**src/rtl/tdm_demux_1x4.sv**
```systemverilog
// rtl/tdm_demux_1x4.sv - 1-to-4 TDM slot demultiplexer with sync-marker framing
module tdm_demux_1x4 #(
    parameter int W     = 4,
    parameter int CNT_W = 8
) (
    input  logic             clk,
    input  logic             rst_n,
    input  logic [W-1:0]     din,
    input  logic             din_valid,
    input  logic             sync,
    input  logic             err_clr,
    output logic [3:0]       ch_we,
    output logic [1:0]       slot,
    output logic [4*W-1:0]   dout,
    output logic             frame_valid,
    output logic             locked,
    output logic             sync_err,
    output logic [CNT_W-1:0] frame_cnt
);

    logic [1:0]       slot_q, slot_d;
    logic             locked_q, locked_d;
    logic             err_q, err_d;
    logic             fv_q, fv_d;
    logic [4*W-1:0]   dout_q, dout_d;
    logic [CNT_W-1:0] cnt_q, cnt_d;
    logic [W-1:0]     ch_q [4];
    logic [W-1:0]     ch_d [4];

    logic       accept;
    logic       misalign;
    logic [1:0] eff;

    always_comb begin
        accept   = din_valid & (locked_q | sync);
        eff      = sync ? 2'd0 : slot_q;
        misalign = accept & sync & locked_q & (slot_q != 2'd0);
        ch_we    = (rst_n & accept) ? (4'b0001 << eff) : 4'b0000;

        slot_d   = slot_q;
        locked_d = locked_q;
        fv_d     = 1'b0;
        dout_d   = dout_q;
        cnt_d    = cnt_q;
        for (int i = 0; i < 4; i++) begin
            ch_d[i] = ch_q[i];
        end

        if (accept) begin
            for (int i = 0; i < 4; i++) begin
                if (eff == 2'(i)) ch_d[i] = din;
            end
            slot_d   = eff + 2'd1;
            locked_d = 1'b1;
            // Slot 3 closes the frame; din bypasses ch_q so dout is whole at this edge.
            if (eff == 2'd3) begin
                dout_d = {din, ch_q[2], ch_q[1], ch_q[0]};
                fv_d   = 1'b1;
                cnt_d  = cnt_q + CNT_W'(1);
            end
        end

        // A new misalignment outranks a simultaneous clear request.
        if (misalign)     err_d = 1'b1;
        else if (err_clr) err_d = 1'b0;
        else              err_d = err_q;
    end

    always_ff @(posedge clk) begin
        if (!rst_n) begin
            slot_q   <= 2'd0;
            locked_q <= 1'b0;
            err_q    <= 1'b0;
            fv_q     <= 1'b0;
            dout_q   <= '0;
            cnt_q    <= '0;
            for (int i = 0; i < 4; i++) begin
                ch_q[i] <= '0;
            end
        end else begin
            slot_q   <= slot_d;
            locked_q <= locked_d;
            err_q    <= err_d;
            fv_q     <= fv_d;
            dout_q   <= dout_d;
            cnt_q    <= cnt_d;
            for (int i = 0; i < 4; i++) begin
                ch_q[i] <= ch_d[i];
            end
        end
    end

    assign slot        = slot_q;
    assign dout        = dout_q;
    assign frame_valid = fv_q;
    assign locked      = locked_q;
    assign sync_err    = err_q;
    assign frame_cnt   = cnt_q;

endmodule

```
**config.mk**
```make
export PLATFORM = sky130hd
export DESIGN_NAME = tdm_demux_1x4
export DESIGN_NICKNAME = d
export VERILOG_FILES = /design/src/rtl/tdm_demux_1x4.sv
export SDC_FILE = /design/constraint.sdc
export NUM_CORES = 1
export LEC_CHECK = 0
export ABC_AREA = 1
export CORE_MARGIN = 2
export CORE_UTILIZATION = 43
export DETAILED_ROUTE_END_ITERATION = 6
export PLACE_DENSITY = 0.74
export SKIP_CTS_REPAIR_TIMING = 1
export SLEW_MARGIN = 25
export SYNTH_ARGS = -nofsm -noshare
export SYNTH_HDL_FRONTEND = slang
export SYNTH_SLANG_ARGS = --single-unit
```
**constraint.sdc**
```tcl
create_clock -name clk -period 1.3 [get_ports clk]
set_input_delay 0.26 -clock clk [delete_from_list [all_inputs] [get_ports clk]]
set_output_delay 0.26 -clock clk [all_outputs]
set_load 0.05 [all_outputs]
```
==> results of run 1 <==
## area by class of cell
class / count / area share, %
multi-input cells: 152 / 31.7
clock inverters: 3 / 0.533
clock buffers: 5 / 2.26
inverters: 12 / 1.64
flip-flops and latches: 41 / 27.4
repair buffers: 75 / 34.5
well taps: 48 / 1.97
## layout by cell type (no fill, tap or decap), types with 9 or more instances in the layout
master | Yosys | final
a21oi_1 | 35 | 21
nor2_1 | 20 | 14
nand2_1 | 63 | 43
a21oi_2 | 1 | 15
buf_4 | 0 | 24
dfxtp_1 | 41 | 36
nand3_1 | 16 | 15
nand2_2 | 2 | 9
buf_12 | 0 | 34
nand2_4 | 0 | 13
## sequential cells by signal (all words and copies together), names as in the netlist
signal	flops
slot	2
ch_q	12
frame_cnt	8
frame_valid	1
dout	16
sync_err	1
locked	1
## cells by family after synthesis
kind of cell               Yosys count  synth area share, %
AOI/OAI and AO/OA                   40                 12.2
DFF                                 41                 49.1
and+or+nand+nor                    105                 26.9
buffers and inverters               22                 6.97
xor gates and xnor gates             2                 1.05
adders and majority gates            5                 3.75
## where the power goes
part / switching (uW) / total (uW) / internal, uW / leakage (uW)
sequential: 14.8 / 1280 / 1270 / 0.000335
clock: 429 / 801 / 372 / 0.0000482
combinational: 163 / 293 / 130 / 0.000894
total: 607 / 2380 / 1770 / 0.00128
## per-layer routing
layer	wire length, um	vias to the layer above
met2	2880	58
met4	99	0
met1	1900	851
met5	0	-
met3	247	10
li1	-	837
## worst max-delay path by stage
| stage | slack (ns) | cells past startpoint | to |
|---|---|---|---|
| 6_report | -0.36 | 7 | ch_we[3] |
| 5_1_grt | -0.41 | 7 | ch_we[3] |
| 4_1_cts | -0.57 | 9 | ch_we[3] |
| 3_5_place_dp | -0.61 | 11 | frame_cnt[6]$_SDFFE_PN0P_ |
| 3_3_place_gp | -0.53 | 11 | frame_cnt[5]$_SDFFE_PN0P_ |
| 2_1_floorplan | -0.15 | 6 | ch_we[3] |
## per-stage QoR
step,util [%],setup TNS (ns),hold WS [ns]
after CTS,76.1,-9.21,0.463
final,82.7,-4.27,0.411
after floorplan,-,-3.55,0.381
after global routing,82.7,-6.02,0.482
after detailed placement,73.8,-21.09,0.451
after global placement,73.8,-18.59,0.448
## worst max-delay path, delay by kind of cell (launching register included)
kind	cells	cell delay, ns
and+or+nand+nor	3	0.27
adders and majority gates	1	0.15
buffers and inverters	3	0.32
DFF	1	0.36
==> impl_metrics.toml, run 1 <==
[clock_tree]
worst_skew_late_latency_ns = 0.29
cts.sink_count = 41
cts-root-to-sink-buffers = 2
numCtsBuffers = 5
cts.clk_slew.worst_paths_ns = 0.08
ctsRootBufferMaster = "clkbuf_8"
tritoncts_clock_tree = "yes"
cts_htree_levels = 2

[layout]
layout-drive-gt1-share_pct = 47.2
design_area_um2 = 3050
area_of_the_multi_input_gates_um2 = 967
n_fill_cell = 202
final_cells = 336
areaGrowthSynthToFinish_pct = 82.6
final_net_count = 301
area.sequential_um2 = 837
number_of_diodes = 0

[synthesis]
post_synth_num_cell_types = 19
synth.yosys.seq_area_share_pct = 49.1
ys_warn_count = 0
synth.avg_cell_area_um2 = 7.77
mappedNetlistNets = 229
post_synthesis_sequential_element_count = 41
synth_enable_flop_cells = 0
synth.top_cells.by_count = "63 x nand2_1, 41 x dfxtp_1, 35 x a21oi_1"
yosys-top-cells-area = "dfxtp_1 49%, nand2_1 14%, a21oi_1 10%"
synth_area_um2 = 1670
post-synth-top-count-cell = "nand2_1"
synthCells = 215
synth_top_flop_cell = "dfxtp_1"
yosysTopAreaCell = "dfxtp_1"
netlist.area_leader.share_pct = 49.1
asyncSetResetFlopFracSynth_pct = 0

[timing]
max_freq_mhz = 603
grt_setup_unrepaired = "true"
finalHoldViolCount = 0
tightestPinTransition_ns = 0.342
finalWorstPathRequiredPeriod_ns = 1.66
finalCritPeriodShare_pct = 128
clock-skew-final_ns = 0.00576
endpoints_failing_setup = 27
final_max_slew_viol_count = 0
relSlewSlack_pct = 77.1
postLayoutSetupSlackWorst_ns = -0.359

[grt]
antenna_found_initial = 0
use_met1_pct = 23.5
grtUsageMet2_pct = 36.4
global_route.overflow_total = 0
pin_count_of_the_biggest_net_entering_global_routing = 22
grt_use_met3_pct = 5.45
grt_pass1_vias = 1602
globalRouteTotalUtil_pct = 20.5
grt_most_used_layer = "met2"
wire_length_of_the_first_global_routing_pass_um = 6890

[min_path]
worst_hold_path_stage_count = 5
startpoint_of_the_lowest_slack_hold_path = "din_valid"
min_delay_worst_endpoint = "sync_err$_SDFFE_PN0P_"
min_path_type = "primary input to flip-flop"

[placement]
place.gp.congestion = 0.808
postPlaceCellArea_um2 = 2720
portBuffers = 41
placed_cells = 322
place_worst_setup_slack_ns = -0.607
dp_hpwl_um = 3230

[critical_path]
critPathRequiredTime_ns = 1.04
critical_path.startpoint = "slot[0]$_SDFFE_PN0P_"
crit_start_category = "flip-flop"
reg2reg_setup_slack_ns = -0.18
worst_r2r_endpoint = "frame_cnt[7]$_SDFFE_PN0P_"
criticalPathCategory = "flip-flop to output pin"
crit_slowest_cell = "dfxtp_4"
worst-path-max-fanout = 4
reg2reg_from = "slot[0]$_SDFFE_PN0P_"
timing.critical_path.slowest_cell_delay_ns = 0.36
cp-end-kind = "output pin"
crit_arrival_ns = 1.40
cp_cell_sequence = "nand2_4 -> inv_4 -> ha_4 -> buf_6 -> nand2_4 -> nor2_4 -> buf_12"
crit_path_frequent_cell = "nand2_4"
timing.reg2reg.worst_path_depth = 10

[power]
irDropWorstVdd_mv = 0.832
p_leak_uw = 0.00128
power_density_nw_per_um2 = 779
p_total_uw = 2380

[detailed_routing]
detail_route.iter0.violations = 92
viasPerCell = 5.23
route.detailed.drc = 0
via_count = 1756
drt_first_pass_iters = 4
route.antenna.remaining_nets = 0
drt_wl_total_um = 5130
wl_per_cell_um = 15.3

[die]
number_of_primary_i_o_pins = 42
floorplan.core_area_um2 = 3690
vertical_die_dimension_um = 66.3
dieArea_um2 = 4400
floorplan.initialDensity_pct = 45.3
std_cell_rows = 22
chipWidth_um = 66.3

[run_status]
violations_in_the_final_reports = "setup timing"
run_status = "finished, violations left"

[flow_run]
maxCapViolations = 0
Power figures use the tool's default switching activity.
==> run 2: changes to the inputs <==
--- a/config.mk
+++ b/config.mk
@@ -9,6 +9,7 @@
 export CORE_MARGIN = 2
 export CORE_UTILIZATION = 43
 export DETAILED_ROUTE_END_ITERATION = 6
+export GPL_TIMING_DRIVEN = 0
 export PLACE_DENSITY = 0.74
 export SKIP_CTS_REPAIR_TIMING = 1
 export SLEW_MARGIN = 25
==> run 2 against run 1 <==
Effect of this change: the run still ends with setup timing left; final cell count down 1.5%; sequential cell count did not move; combinational power decreased by 7.8%; critical path type unchanged; non-clock buffer count is 5 lower; total power grew 11%; first-iteration DRC count decreased by 27%; largest cell class is now multi-input gates; utilization down 14 points; largest power group unchanged.
==> impl_metrics.toml, run 2 (synthesized netlist as in run 1, its figures left out) <==
[grt]
grtUsageMet2_pct = 29.1
use_met1_pct = 24.3
grt_most_used_layer = "met2"
pin_count_of_the_biggest_net_entering_global_routing = 14
globalRouteTotalUtil_pct = 18.7
grt_use_met3_pct = 3.92
global_route.overflow_total = 0
wire_length_of_the_first_global_routing_pass_um = 6260
antenna_found_initial = 0
grt_pass1_vias = 1361

[placement]
portBuffers = 41
dp_hpwl_um = 2680
postPlaceCellArea_um2 = 2250
place.gp.congestion = 0.762

[clock_tree]
tritoncts_clock_tree = "yes"
cts.sink_count = 41
cts_htree_levels = 2
ctsRootBufferMaster = "clkbuf_8"
cts-root-to-sink-buffers = 2
numCtsBuffers = 5
worst_skew_late_latency_ns = 0.29
cts.clk_slew.worst_paths_ns = 0.08

[critical_path]
criticalPathCategory = "flip-flop to output pin"
crit_slowest_cell = "dfxtp_4"
crit_path_frequent_cell = "nand2_4"
cp-end-kind = "output pin"
crit_start_category = "flip-flop"
critical_path.n_buffers_inverters = 3
cp_cell_sequence = "nand2_4 -> inv_4 -> ha_4 -> nand2_4 -> buf_8 -> nor2_4 -> buf_6"
critPathRequiredTime_ns = 1.04
timing.critical_path.max_delay_family = "buffers and inverters"
worst-path-max-fanout = 7
crit_arrival_ns = 1.38
timing.critical_path.slowest_cell_delay_ns = 0.37

[timing]
finalHoldViolCount = 0
setup_tns_ns = -2.86
clock-skew-final_ns = 0.00777
max_freq_mhz = 608
finalCritPeriodShare_pct = 126
final_max_slew_viol_count = 0
postLayoutSetupSlackWorst_ns = -0.344
relSlewSlack_pct = 62.3
tightestPinTransition_ns = 0.566
grt_setup_unrepaired = "true"
endpoints_failing_setup = 29
finalWorstPathRequiredPeriod_ns = 1.64

[layout]
highest_count_cells_in_the_layout_ignoring_fill_and_taps = "53 x nand2_1, 36 x dfxtp_1, 29 x clkbuf_2, 25 x a21oi_1"
largest_register_ffs = 16
design_area_um2 = 2540
final_net_count = 296
areaGrowthSynthToFinish_pct = 51.8
layout-drive-gt1-share_pct = 39.2
number_of_diodes = 0
mostFrequentLayoutCell = "nand2_1"

[power]
clkPwrFrac_pct = 40.8
p_leak_uw = 0.00104
switchingPower_uw = 625
power.combinational.fraction_pct = 10.3
irDropWorstVdd_mv = 0.730
power_density_nw_per_um2 = 1040
p_sw_share_pct = 23.8
internal_power_uw = 2000
share_seq_of_total_power_pct = 48.9

[run_status]
run_status = "finished, violations left"
violations_in_the_final_reports = "setup timing"

[min_path]
min_path_type = "primary input to flip-flop"

[die]
std_cell_rows = 22
floorplan.initialDensity_pct = 45.3
vertical_die_dimension_um = 66.3
chipWidth_um = 66.3
dieArea_um2 = 4400
floorplan.core_area_um2 = 3690
number_of_primary_i_o_pins = 42

[detailed_routing]
drt_wl_total_um = 4460
route.antenna.remaining_nets = 0
drt_first_pass_iters = 4
route.detailed.drc = 0
wl_per_cell_um = 13.5
via_count = 1623
detail_route.iter0.violations = 67
viasPerCell = 4.90

[flow_run]
maxCapViolations = 0
[run 2: changes by cell type in the layout (fill, tap and decap cells not counted), moves of 3 or more]
cell,change
nand2_4,-10
a21oi_2,-4
buf_4,-10
buf_2,+3
nand2_2,-3
clkbuf_2,+29
buf_12,-33
a21oi_1,+4
buf_8,+3
nand2_8,+3
nand2_1,+10
[run 2: cell type report]
type	instances	area (um^2)
fill	328	1150
multi-input combinational	152	922
sequential	41	835
timing repair buffer	61	469
clock buffer	6	82.6
buffer	9	81.3
tap	48	60.1
inverter	12	50.0
clock inverter	2	36.3
[run 2: power by group through the flow]
stage               logic, uW  clock network (uW)  registers (uW)
global route              287                1140            1290
finish                    270                1070            1280
CTS                       213                1080            1280
global placement          211                   0            1310
floorplan                 114                   0            1330
detailed placement        212                   0            1310
[run 2: routing by layer]
metal	wire [um]	vias to the layer above
li1	-	830
met1	1920	742
met2	2240	45
met3	233	6
met4	65	0
met5	0	-
[run 2: path summary, 6_finish.rpt]
| path | from | end | slack, ns | cells after the start |
|---|---|---|---|---|
| setup reg to reg | slot[0]$_SDFFE_PN0P_ | dout[11]$_SDFFE_PN0P_ | -0.12 | 9 |
| hold reg to reg | dout[0]$_SDFFE_PN0P_ | dout[0]$_SDFFE_PN0P_ | 0.46 | 2 |
| hold / removal | rst_n | frame_cnt[4]$_SDFFE_PN0P_ | 0.33 | 3 |
| setup / recovery | slot[0]$_SDFFE_PN0P_ | ch_we[3] | -0.34 | 7 |
[run 2: tightest hold or removal path, cell delays in order]
cell and delay (ns):
dlymetal6s2s_1 0.20, nand2_1 0.10, nor2_1 0.04
[run 2: per-stage QoR]
step	worst slack, ns	hold WS, ns	utilization (%)	std cells	total power [uW]
after floorplan	-0.154	0.381	-	215	1450
after global placement	-1.32	0.448	60.9	304	1520
after detailed placement	-1.32	0.453	60.9	304	1520
after CTS	-1.34	0.465	64.1	312	2570
after global routing	-0.395	0.341	68.8	331	2710
final	-0.344	0.334	68.8	331	2630
==> RTL edit 1, RTL diff (settings of run 1) <==
Put a register stage on the output `ch_we`, with the module's reset. The value now appears one clock later. The other outputs are not delayed to match.
--- a/src/rtl/tdm_demux_1x4.sv
+++ b/src/rtl/tdm_demux_1x4.sv
@@ -20,2 +20,4 @@
 
+    logic [3:0] ch_we_d;
+
     logic [1:0]       slot_q, slot_d;
@@ -37,3 +39,3 @@
         misalign = accept & sync & locked_q & (slot_q != 2'd0);
-        ch_we    = (rst_n & accept) ? (4'b0001 << eff) : 4'b0000;
+        ch_we_d  = (rst_n & accept) ? (4'b0001 << eff) : 4'b0000;
 
@@ -99,2 +101,10 @@
 
+    always_ff @(posedge clk) begin
+        if (!rst_n) begin
+            ch_we <= '0;
+        end else begin
+            ch_we <= ch_we_d;
+        end
+    end
+
 endmodule
Check against the original RTL: not equivalent (Yosys sat finds a counterexample within 4 cycles, from zero or initial values and one cycle with rst_n low).
==> RTL edit 1 against run 1 <==
  * The run still ends with negative setup slack left
  * Register-to-register slack better by 0.05 ns
  * Power increased by 17%
  * Utilization down 6.3 points
  * Sequential power rose by 11%
  * Sequential cell count up 4
  * Clock power is 30% higher
  * Routed wire length decreased by 13%
  * Final area is 1.3% lower
  * Hold slack improved by 0.053 ns
  * Worst setup slack improved by 0.23 ns
  * Area after synthesis rose by 4.1%
  * Largest cell class unchanged
==> RTL edit 1: results (changes against run 1) <==
stage,metric,value,unit,change
detailed_routing,vias after detailed routing,1664,,-5.2%
power_and_ir_drop,Leak Pwr,1.15,nW,-10%
global_routing,vias in the first global route,1541,,-3.8%
detailed_routing,Avg WL per Cell,13.3,um,-13%
detailed_routing,number of design-rule violations left by the first detailed-router iteration,146,,+59%
placement,dpl hpwl,2850,um,-12%
power_and_ir_drop,Max IR drop VDD,0.000986,V,+19%
yosys,sequential area share after synthesis,51.8,%,+2.7 points
power_and_ir_drop,switch share,23.6,%,-2.0 points
yosys,number of distinct library cell variants in the gate-level netlist after synthesis,18,,-1
placement,weighted congestion at the end of routability-driven global placement,0.819,,+1.4%
yosys,net count after synthesis,236,,+3.1%
critical_path,largest fanout of any net on the critical path,4,,unchanged
final_layout,number of filler cells placed in the layout,225,,+11%
global_routing,Total Routing Usage GR,19.2,%,-1.4 points
worst_hold_path,Hold Crit Class,reg -> reg,,
status,violated checks,negative setup slack,,
yosys,dominant register cell in the synthesized netlist,dfxtp_1,,
yosys,commonest cells in the synthesized netlist,"nand2_1 (65), dfxtp_1 (45), a21oi_1 (37), nor2_1 (21), nand3_1 (17)",,
status,outcome,"finished, violations left",,
timing,Max-Slew Margin vs Limit,79.6,%,+2.5 points
global_routing,global-route wire length before repair,6570,um,-4.7%
final_layout,Final #Nets,299,,-0.66%
timing,post-route setup slack,-0.126,ns,+0.233 ns
critical_path,"Data arrival, critical path",1.62,ns,+0.22 ns
timing,worst clock skew,0.00781,ns,+0.00205 ns
timing,count of endpoints failing setup in the final report,37,,+37%
critical_path,CP top delay family,simple AND/OR/NAND/NOR gates,,
placement,Placed Instance Area,2690,um2,-1.0%
yosys,cell types occupying the most area after synthesis,"dfxtp_1 (52%), nand2_1 (14%), a21oi_1 (11%), nand3_1 (4.9%), nor2_1 (4.5%)",,
-- RTL edit 1: final cells by class --
type	instances	area, um2	area share [%]
well taps	50	62.6	2.08
repair buffers	65	1010	33.5
multi-input cells	154	860	28.6
clock buffers	6	72.6	2.41
clock inverters	2	38.8	1.29
flip-flops and latches	45	910	30.2
inverters	14	60.1	2.00
-- RTL edit 1: routing by layer --
metal / vias up / track usage, % / share of wire [%]
li1: 836 / - / -
met1: 780 / 23.1 / 42
met2: 42 / 32.4 / 53
met3: 6 / 4.00 / 3.5
met4: 0 / 9.18 / 1.7
met5: - / 0 / 0
-- RTL edit 1: worst paths after layout --
kind	startpoint	to	slack, ns	cells past startpoint
setup / recovery	slot[0]$_SDFFE_PN0P_	frame_cnt[6]$_SDFFE_PN0P_	-0.13	9
hold / removal	ch_q[0][3]$_SDFFE_PN0P_	ch_q[0][3]$_SDFFE_PN0P_	0.46	2
setup reg to reg	slot[0]$_SDFFE_PN0P_	frame_cnt[6]$_SDFFE_PN0P_	-0.13	9
hold reg to reg	ch_q[0][3]$_SDFFE_PN0P_	ch_q[0][3]$_SDFFE_PN0P_	0.46	2
-- RTL edit 1: power groups by stage --
stage	clock [mW]	sequential [mW]	combinational, mW
2_1_floorplan	0	1.49	0.104
3_3_place_gp	0	1.45	0.283
3_5_place_dp	0	1.45	0.289
4_1_cts	1.06	1.42	0.289
5_1_grt	1.12	1.42	0.350
6_report	1.04	1.42	0.329
-- RTL edit 1: metrics by stage --
stage               hold slack (ns)  setup TNS (ns)  power (mW)  instances  worst slack (ns)
finish                        0.464           -1.54        2.79        336            -0.126
global route                  0.485           -4.96        2.89        336            -0.233
CTS                           0.465           -9.36        2.76        331            -0.302
detailed placement            0.452          -23.21        1.74        323            -0.611
global placement              0.447          -20.66        1.73        323            -0.541
floorplan                     0.381           -4.76        1.59        222            -0.217
-- RTL edit 1: kinds of logic (layout without fill, tap and decap cells) --
kind of cell | count (synthesis) | count (layout) | synth area share [%]
AO/OA/AOI/OAI | 40 | 40 | 11.5
XOR/XNOR | 2 | 2 | 1.01
adder cells (fa/ha/maj) | 5 | 5 | 3.60
buffers and inverters | 23 | 87 | 6.62
flip-flops | 45 | 45 | 51.8
AND/OR/NAND/NOR | 107 | 107 | 25.5
-- RTL edit 1: worst register-to-register path, cell delays in order (launching register included) --
cell	delay, ns
dfxtp_4	0.36
inv_4	0.04
nor2_4	0.10
ha_4	0.15
inv_2	0.04
nor3_4	0.23
buf_4	0.17
nand2_1	0.07
o21ai_1	0.12
nor2_1	0.05
==> RTL edit 2, RTL diff (settings of run 1) <==
Made on the original files. The parameter `CNT_W` goes from 8 to 7.
--- a/src/rtl/tdm_demux_1x4.sv
+++ b/src/rtl/tdm_demux_1x4.sv
@@ -3,3 +3,3 @@
     parameter int W     = 4,
-    parameter int CNT_W = 8
+    parameter int CNT_W = 7
 ) (
Interface: changed (resized frame_cnt); port bits go from 42 to 41. The function was not compared with the original's and may differ.
==> RTL edit 2 against run 1 <==
  * The run still ends with negative setup slack left
  * Largest cell class is now multi-input gates
  * Count of clock-buffer cells in the layout is the same
  * Sequential cell count is 1 lower
  * Power rose by 1.3%
  * Largest power group unchanged
  * Combinational power up 23%
  * Worst setup slack got worse by 0.034 ns
  * Clock skew is essentially flat
  * Area after synthesis shrank 4.9%
  * Final area shrank 2.9%
  * Critical endpoint is now ch_we[1]
  * Die area shrank 4.6%
  * Sequential share of layout area up 0.063 points
  * Routed wire length increased by 1.4%
  * Clock power down 2%
  * Utilization shrank 0.57 points
==> RTL edit 2: results (changes against run 1) <==
stage,metric,value,unit,change
global_routing,global-route wire length before repair,6490,um,-5.9%
worst_hold_path,Hold Crit Class,in -> reg,,
critical_path,Crit Path Class,reg -> out,,
yosys,yosys warns,0,,unchanged
power_and_ir_drop,Int Pwr,1.77,mW,about the same
placement,worst setup slack before clock tree synthesis,-0.584,ns,+0.0226 ns
detailed_routing,routed wire length,5200,um,+1.4%
global_routing,vias in the first global route,1487,,-7.2%
critical_path,worst flop-to-flop path endpoint,frame_cnt[4]$_SDFFE_PN0P_,,
timing,transition time at the pin with the least slew margin,0.346,ns,+0.00323 ns
worst_hold_path,worst hold stages,3,,-2
yosys,Avg Synthesized Cell Area,7.60,um2,-2.1%
final_layout,number of filler cells placed in the layout,185,,-8.4%
timing,final total negative setup slack,-7.58,ns,-3.30 ns
power_and_ir_drop,combinational share of power,14.9,%,+2.6 points
final_layout,Final #Nets,289,,-4.0%
yosys,commonest cells in the synthesized netlist,"nand2_1 (65), dfxtp_1 (40), a21oi_1 (38), nand3_1 (17), nor2_1 (16)",,
yosys,cell types occupying the most area after synthesis,"dfxtp_1 (50%), nand2_1 (15%), a21oi_1 (12%), nand3_1 (5.4%), ha_1 (3.9%)",,
critical_path,Worst R2R Setup Slack,-0.38,ns,-0.20 ns
critical_path,termination of the worst setup path,ch_we[1],,
power_and_ir_drop,Leak Pwr,1.20,nW,-5.9%
placement,dpl hpwl,2860,um,-11%
yosys,sequential area share after synthesis,50.4,%,+1.3 points
yosys,ys async rst share,0,%,unchanged
final_layout,fraction of final layout cells sized beyond drive strength 1,49.1,%,+1.9 points
detailed_routing,drt first pass iters,4,,unchanged
final_layout,number of standard cells in the final layout excluding fillers,323,,-3.9%
placement,weighted congestion at the end of routability-driven global placement,0.782,,-3.2%
global_routing,pin count of the biggest net entering global routing,17,,-23%
timing,tightest hold margin,0.299,ns,-0.112 ns
critical_path,worst reg2reg path startpoint,slot[1]$_SDFFE_PN0P_,,
timing,worst clock skew,0.00560,ns,-0.000153 ns
placement,port bufs,40,,-2.4%
yosys,number of distinct library cell variants in the gate-level netlist after synthesis,16,,-3
power_and_ir_drop,Flop pwr share,52.4,%,-1.6 points
global_routing,Total Routing Usage GR,19.8,%,-0.70 points
placement,Placed Instance Area,2610,um2,-4.2%
status,violated checks,negative setup slack,,
worst_hold_path,startpoint of the most critical hold path,din_valid,,
timing,count of endpoints failing setup in the final report,36,,+33%
clock_network,clock root buffer,clkbuf_8,,
timing,post-route setup slack,-0.393,ns,-0.0343 ns
yosys,net count after synthesis,223,,-2.6%
final_layout,signed area change from the synthesized netlist to the final layout,86.4,%,
placement,placed cells,312,,-3.1%
power_and_ir_drop,power in combinational cells,0.360,mW,+23%
critical_path,largest fanout of any net on the critical path,3,,-1
detailed_routing,vias after detailed routing,1719,,-2.1%
critical_path,"Data arrival, critical path",1.43,ns,+0.03 ns
critical_path,Worst Reg2Reg Path Length in Cells,9,,-1
detailed_routing,number of design-rule violations left by the first detailed-router iteration,101,,+9.8%
status,outcome,"finished, violations left",,
power_and_ir_drop,Max IR drop VDD,0.000669,V,-20%
[RTL edit 2: cell count changes in the layout (fill, tap and decap cells not counted), sizes merged, moves of 2 or more]
cell,before,now
o21ai,4,2
nor2,22,17
buf,67,61
a21oi,36,38
[RTL edit 2: metal layers]
layer,global-route usage (%),routed length [um]
met1,23.5,2020
met2,32.3,2810
met3,6.77,249
met4,9.04,117
met5,0,0
[RTL edit 2: area by class of cell]
| cell class | instances | area share [%] |
|---|---|---|
| Multi-Input combinational cell | 148 | 33.7 |
| Timing Repair Buffer | 69 | 32.6 |
| Sequential cell | 40 | 27.5 |
| Clock buffer | 5 | 2.32 |
| Tap cell | 48 | 2.03 |
| Inverter | 11 | 1.48 |
| Clock inverter | 2 | 0.380 |
[RTL edit 2: logic make-up after synthesis]
logic type	count (synthesis)	share of synthesized area (%)
XOR/XNOR	1	0.551
buffers and inverters	21	5.83
AO/OA/AOI/OAI	40	12.6
AND/OR/NAND/NOR	102	26.7
flip-flops	40	50.4
adder cells (fa/ha/maj)	5	3.94
